## src/rtl/adc_scan_sequencer.sv

```systemverilog
// Round-robin scan scheduler for an 8-channel SPI ADC with one-frame result pipeline compensation.
// Optional build macro ADC_SEQ_IIR_EN adds a per-channel first-order IIR filter on the result bank.
module adc_scan_sequencer #(
  parameter int unsigned NUM_CH   = 8,
  parameter int unsigned SCAN_DIV = 2500,
  parameter bit          UNIPOLAR = 1'b1
) (
  input  logic        clk_50,
  input  logic        reset_n,
  input  logic        enable,
  input  logic [7:0]  ch_mask,
  output logic        frame_start,
  output logic [11:0] frame_cfg,
  input  logic        frame_busy,
  input  logic        frame_done,
  input  logic [11:0] frame_data,
  output logic        sample_valid,
  output logic [2:0]  sample_ch,
  output logic [11:0] sample_data,
  output logic        scan_done,
  output logic        overrun,
  input  logic [2:0]  rd_ch,
  output logic [11:0] rd_data
);

  localparam int unsigned DW = 12;
  localparam int unsigned CHN = 8;
  localparam int unsigned TW = $clog2(SCAN_DIV);
  localparam logic [TW-1:0] TMR_MAX = TW'(SCAN_DIV - 1);
  localparam logic [7:0] CH_LIM = 8'((32'd1 << NUM_CH) - 32'd1);

  typedef enum logic [1:0] {IDLE, WAIT_TICK, START, WAIT_DONE} state_t;

  state_t          state_q, state_d;
  logic [TW-1:0]   tmr_q;
  logic            tick;
  logic [7:0]      eff_mask;
  logic [2:0]      cur_ch_q, cur_ch_d;
  logic [2:0]      prev_ch_q, prev_ch_d;
  logic            prev_valid_q, prev_valid_d;
  logic            start_d, ovr_d, smp_valid_d, scan_done_d;
  logic [DW-1:0]   cfg_d, smp_data_d, new_val;
  logic [2:0]      smp_ch_d;
  logic [DW-1:0]   bank_q [CHN];

  function automatic logic [DW-1:0] cfg_word(input logic [2:0] c);
    return {1'b1, c[0], c[2], c[1], UNIPOLAR, 1'b0, 6'b0};
  endfunction

  function automatic logic [2:0] lowest_ch(input logic [7:0] m);
    lowest_ch = 3'd0;
    for (int i = 7; i >= 0; i--) if (m[i]) lowest_ch = 3'(i);
  endfunction

  function automatic logic [2:0] highest_ch(input logic [7:0] m);
    highest_ch = 3'd0;
    for (int i = 0; i < 8; i++) if (m[i]) highest_ch = 3'(i);
  endfunction

  // Smallest wrapping offset wins; a lone channel keeps itself.
  function automatic logic [2:0] next_ch(input logic [2:0] c, input logic [7:0] m);
    next_ch = c;
    for (int i = 7; i >= 1; i--) if (m[3'(c + 3'(i))]) next_ch = 3'(c + 3'(i));
  endfunction

  assign eff_mask = ch_mask & CH_LIM;
  assign tick     = enable && (tmr_q == '0);
  assign rd_data  = bank_q[rd_ch];

`ifdef ADC_SEQ_IIR_EN
  logic [CHN-1:0]    seeded_q;
  logic [DW-1:0]     old_val;
  logic signed [12:0] diff, diff_sh;

  // y + ((x - y) >>> 2); an unseeded channel takes x directly.
  assign old_val = bank_q[prev_ch_q];
  assign diff    = $signed({1'b0, frame_data}) - $signed({1'b0, old_val});
  assign diff_sh = diff >>> 2;
  assign new_val = seeded_q[prev_ch_q] ? DW'(old_val + DW'(diff_sh)) : frame_data;
`else
  assign new_val = frame_data;
`endif

  // Interval timer, parked at reload value while disabled.
  always_ff @(posedge clk_50 or negedge reset_n) begin
    if (!reset_n)                  tmr_q <= TMR_MAX;
    else if (!enable || tmr_q == '0) tmr_q <= TMR_MAX;
    else                           tmr_q <= tmr_q - TW'(1);
  end

  always_ff @(posedge clk_50 or negedge reset_n) begin
    if (!reset_n) begin
      state_q      <= IDLE;
      cur_ch_q     <= '0;
      prev_ch_q    <= '0;
      prev_valid_q <= 1'b0;
      frame_start  <= 1'b0;
      frame_cfg    <= '0;
      overrun      <= 1'b0;
      sample_valid <= 1'b0;
      sample_ch    <= '0;
      sample_data  <= '0;
      scan_done    <= 1'b0;
    end else begin
      state_q      <= state_d;
      cur_ch_q     <= cur_ch_d;
      prev_ch_q    <= prev_ch_d;
      prev_valid_q <= prev_valid_d;
      frame_start  <= start_d;
      frame_cfg    <= cfg_d;
      overrun      <= ovr_d;
      sample_valid <= smp_valid_d;
      sample_ch    <= smp_ch_d;
      sample_data  <= smp_data_d;
      scan_done    <= scan_done_d;
    end
  end

  always_comb begin
    state_d      = state_q;
    cur_ch_d     = cur_ch_q;
    prev_ch_d    = prev_ch_q;
    prev_valid_d = prev_valid_q;
    start_d      = 1'b0;
    cfg_d        = frame_cfg;
    ovr_d        = 1'b0;
    smp_valid_d  = 1'b0;
    smp_ch_d     = sample_ch;
    smp_data_d   = sample_data;
    scan_done_d  = 1'b0;
    unique case (state_q)
      IDLE: begin
        if (enable && (eff_mask != '0)) begin
          state_d  = WAIT_TICK;
          cur_ch_d = lowest_ch(eff_mask);
        end
      end
      WAIT_TICK: begin
        if (!enable) begin
          state_d      = IDLE;
          prev_valid_d = 1'b0;
        end else if (tick) begin
          if (frame_busy) begin
            ovr_d = 1'b1;
          end else begin
            state_d = START;
            start_d = 1'b1;
            cfg_d   = cfg_word(cur_ch_q);
          end
        end
      end
      START: state_d = WAIT_DONE;
      WAIT_DONE: begin
        if (tick) ovr_d = 1'b1;
        // Data returned now belongs to the channel configured in the previous frame.
        if (frame_done) begin
          if (prev_valid_q) begin
            smp_valid_d = 1'b1;
            smp_ch_d    = prev_ch_q;
            smp_data_d  = new_val;
            scan_done_d = (prev_ch_q == highest_ch(eff_mask));
          end
          prev_ch_d    = cur_ch_q;
          prev_valid_d = 1'b1;
          cur_ch_d     = next_ch(cur_ch_q, eff_mask);
          if (enable && (eff_mask != '0)) begin
            state_d = WAIT_TICK;
          end else begin
            state_d      = IDLE;
            prev_valid_d = 1'b0;
          end
        end
      end
      default: state_d = IDLE;
    endcase
  end

  // Bank write follows the registered sample by one cycle.
  always_ff @(posedge clk_50 or negedge reset_n) begin
    if (!reset_n) begin
      for (int i = 0; i < int'(CHN); i++) bank_q[i] <= '0;
`ifdef ADC_SEQ_IIR_EN
      seeded_q <= '0;
`endif
    end else if (sample_valid) begin
      bank_q[sample_ch] <= sample_data;
`ifdef ADC_SEQ_IIR_EN
      seeded_q[sample_ch] <= 1'b1;
`endif
    end
  end

endmodule

```

## config.mk

```make
export PLATFORM = sky130hd
export DESIGN_NAME = adc_scan_sequencer
export DESIGN_NICKNAME = d
export VERILOG_FILES = /design/src/rtl/adc_scan_sequencer.sv
export SDC_FILE = /design/constraint.sdc
export NUM_CORES = 1
export LEC_CHECK = 0
export CORE_ASPECT_RATIO = 1.1
export CORE_MARGIN = 2
export CORE_UTILIZATION = 55
export DETAILED_ROUTE_END_ITERATION = 8
export GPL_ROUTABILITY_DRIVEN = 0
export PLACE_DENSITY = 0.77
export SYNTH_ARGS = -nofsm -noshare
export SYNTH_HDL_FRONTEND = slang
export SYNTH_SLANG_ARGS = --single-unit
```

## constraint.sdc

```tcl
create_clock -name clk_50 -period 3.2 [get_ports clk_50]
set_input_delay 0.64 -clock clk_50 [delete_from_list [all_inputs] [get_ports clk_50]]
set_output_delay 0.64 -clock clk_50 [all_outputs]
set_load 0.02 [all_outputs]
```

==> results.md <==
* Outcome: complete, no violations
* CP Capture Type: primary output
* Met1 GRT Util at between 30% and 40%
* Post_cts resized at 0
* GR peak layer: met2
* Net Sw Power at between 2 and 2.5 mW
* Critical path arrival at 2500 ps
* Hold Crit Class: in -> async
* HPWL after detailed placement at ~9800 um
* Setup WS post-layout at around 64 ps
* Per-cell routed wire length at a little under 20 um
* Detailed Route WL at between 15000 and 20000 um
* Top FF cell, synth: dfrtp_1
* Chip width at 114 um
* First-pass GRT wire length at around 26000 um
* Worst setup path startpoint: rd_ch[1]
* Clock latency on the worst-skew pair at 420 ps
* Crit path buffers/inverters at 3
* CP Cell Sequence: clkdlybuf4s50_1 -> buf_12 -> mux4_2 -> mux2_2 -> clkdlybuf4s50_1
* Count of input and output buffers at 63
* Setup Buffers After CTS at 0
* Total CTS buffers at 17
* Root buffer cell: clkbuf_16
* CTS max path bufs at 2
* Post-Place Setup Slack at about 56 ps
* WP data required at about 2600 ps
* Average size of a mapped cell at between 10 and 15 um2
* Remaining DRCs at 0
* ANT nets after route at 0
* CP Depth at 5
* Syn-to-layout area delta at 21.3%
* Synthesis Warnings at 0
* Vias per cell at around 5.9
* Pwr/cell area at around 700 nW/um2
* CP dominant cell by count: clkdlybuf4s50_1
* CTS tree: built
* Max-cap violations at 0
* Pin count of the biggest net entering global routing at 77
* Fin Clk Skew at 8.79 ps
* Rows at between 40 and 50
* Met2 Resource Use GR at between 30% and 40%
* Core area at around 13000 um2
* Met3 GRT Util at approximately 5.5%
* Combinational power share at between 30% and 40%
* F_max at about 0.32 GHz
* Finished Layout Cells at 786
* LEAKAGE at 4.09 nW
* Final #Nets at ~650
* Register area share after synthesis at 48.2%
* Synth Cell Area at approximately 7300 um2
* Fin. max-slew vios at 0
* R2r startpoint: cur_ch_q[0]
* Most common cell after layout, fill and taps aside: dfrtp_1
* Reg-to-reg endpoint: cur_ch_q[0]
* Via count at roughly 4600
* Crit path to: rd_data[0]
* GRT Overall Usage at a little under a quarter
* R2r setup slk at 390 ps
* Final core utilization at just under 70%
* Mapped Cells at 540
* Detailed Routing Iterations Pass 1 at 4
* Clock-pin slew on the worst setup and hold paths at approximately 60 ps
* Drt first-iter violations at roughly 250
* Setup violations, final at 0
* Post-synthesis register bit count at between 100 and 150
* Max H-tree Level at 4
* Fin crit share at between 90% and 100%
* Vias in the first global route at between 4000 and 5000
* Max incr delay on CP at about 550 ps
* Final min period at between 3000 and 4000 ps
* Total congestion overflow at 0
* Reg2Reg Depth at 9
* Cts hold-fix bufs at 0
* Relative slew slack at 41.8%
* Clock Power Share at 33.4%
* DIE AREA at 14200 um2
* Share of cells above drive strength 1 at between 30% and 40%
* Synth cell types at 62
* Crit path max fanout at 24
* Clock sink total at 140
* Die height at between 100 and 150 um
* RSZ-0062 raised after global routing: no
* Cells after DPL at approximately 750
* Int Pwr at about 4.3 mW
* Ports at around 70
* EDFF count, synth at 0
* Seq pwr share at about a third
* Initial antenna violation count at 0
* Slowest-stage cell, CP: clkdlybuf4s50_1
* Startpoint types: input port
* Most frequent cells in the layout: 134 x dfrtp_1, 124 x mux2_2, 61 x clkdlybuf4s50_1
* Antenna diode count at 0
* Hold Fails Final Rpt at 0
* TNS Setup at 0 ps
* Sw Ratio at between 30% and 40%
* FFs w/ async S/R, synth at 100%
* Initial cell density of the core at between 50 and 60%
* Slew at the pin closest to its max-slew limit at between 800 and 900 ps
* Worst vdd ir at roughly 0.43 mV
* WS Path Type: in -> out
* Top delay family on crit path: buffers and inverters
* Total power draw at roughly 6.3 mW
-- power groups by stage --
| stage | logic, mW | clock network (mW) | registers (mW) |
|---|---|---|---|
| 6_report | 1.99 | 2.12 | 2.24 |
| 5_1_grt | 2.17 | 2.23 | 2.29 |
| 4_1_cts | 1.98 | 2.15 | 2.24 |
| 3_5_place_dp | 1.97 | 0 | 2.27 |
| 3_3_place_gp | 1.92 | 0 | 2.25 |
| 2_1_floorplan | 1.38 | 0 | 2.26 |
-- Yosys cell counts (all sizes together), types with 4 or more instances --
library cell	number	area, um2
dfrtp	134	3350
mux2	128	1460
mux4	33	743
buf	25	145
nand2	24	90.1
nor2	18	67.6
inv	15	56.3
mux2i	15	154
a21oi	14	70.1
clkbuf	14	52.6
o21ai	14	70.1
nor3	9	56.3
ha	8	100
xor2	8	77.6
xnor2	7	61.3
dfstp	6	158
nand3	6	40.0
a31oi	5	31.3
nor3b	4	41.3
nor4	4	40.0
o21bai	4	41.3
or2	4	25.0
or4	4	33.8
-- logic make-up (layout without fill, tap and decap cells) --
family	count (synthesis)	count (layout)	share of synthesized area, %
AO/OA/AOI/OAI	58	58	5.59
XOR/XNOR	15	15	1.91
adder cells (fa/ha/maj)	8	8	1.37
buffers and inverters	54	133	3.49
flip-flops	140	140	48.2
multiplexers	176	176	32.3
other	1	7	0.0515
AND/OR/NAND/NOR	88	88	7.05
-- layer usage --
metal | vias to the layer above | part of all wire [%]
met5 | - | 0
met4 | 0 | 2.5
met3 | 33 | 2.9
met2 | 84 | 52
met1 | 2390 | 43
li1 | 2130 | -
-- sequential cells by signal, summed over array words and instances (netlist names), 3 cells and up, named ones only --
signal       count
prev_ch_q        3
bank_q          96
sample_ch        3
tmr_q           12
frame_cfg        4
cur_ch_q         3
sample_data     12
-- cell type report --
type	instances	area (um2)
Multi-Input combinational cell	352	3560
Sequential cell	140	3510
Clock inverter	10	161
Timing Repair Buffer	86	862
Fill cell	925	4210
Inverter	15	56.3
Clock buffer	22	484
Tap cell	161	201
-- per-stage QoR --
stage	instance area, um2	hold slack [ps]
6_report	8830	231
5_1_grt	8830	300
4_1_cts	8830	276
3_5_place_dp	8190	460
3_3_place_gp	8190	458
2_1_floorplan	7300	344
-- worst min-delay path by stage --
stage / to / cells after the start / slack [ps]
CTS: bank_q[88] / 1 / 280
global route: bank_q[88] / 1 / 300
finish: sample_data[5] / 1 / 230
detailed placement: tmr_q[0] / 1 / 460
global placement: tmr_q[0] / 1 / 460
floorplan: asynchronous set/reset pin / 0 / 340
No activity file was read; power rests on OpenSTA's default activity.
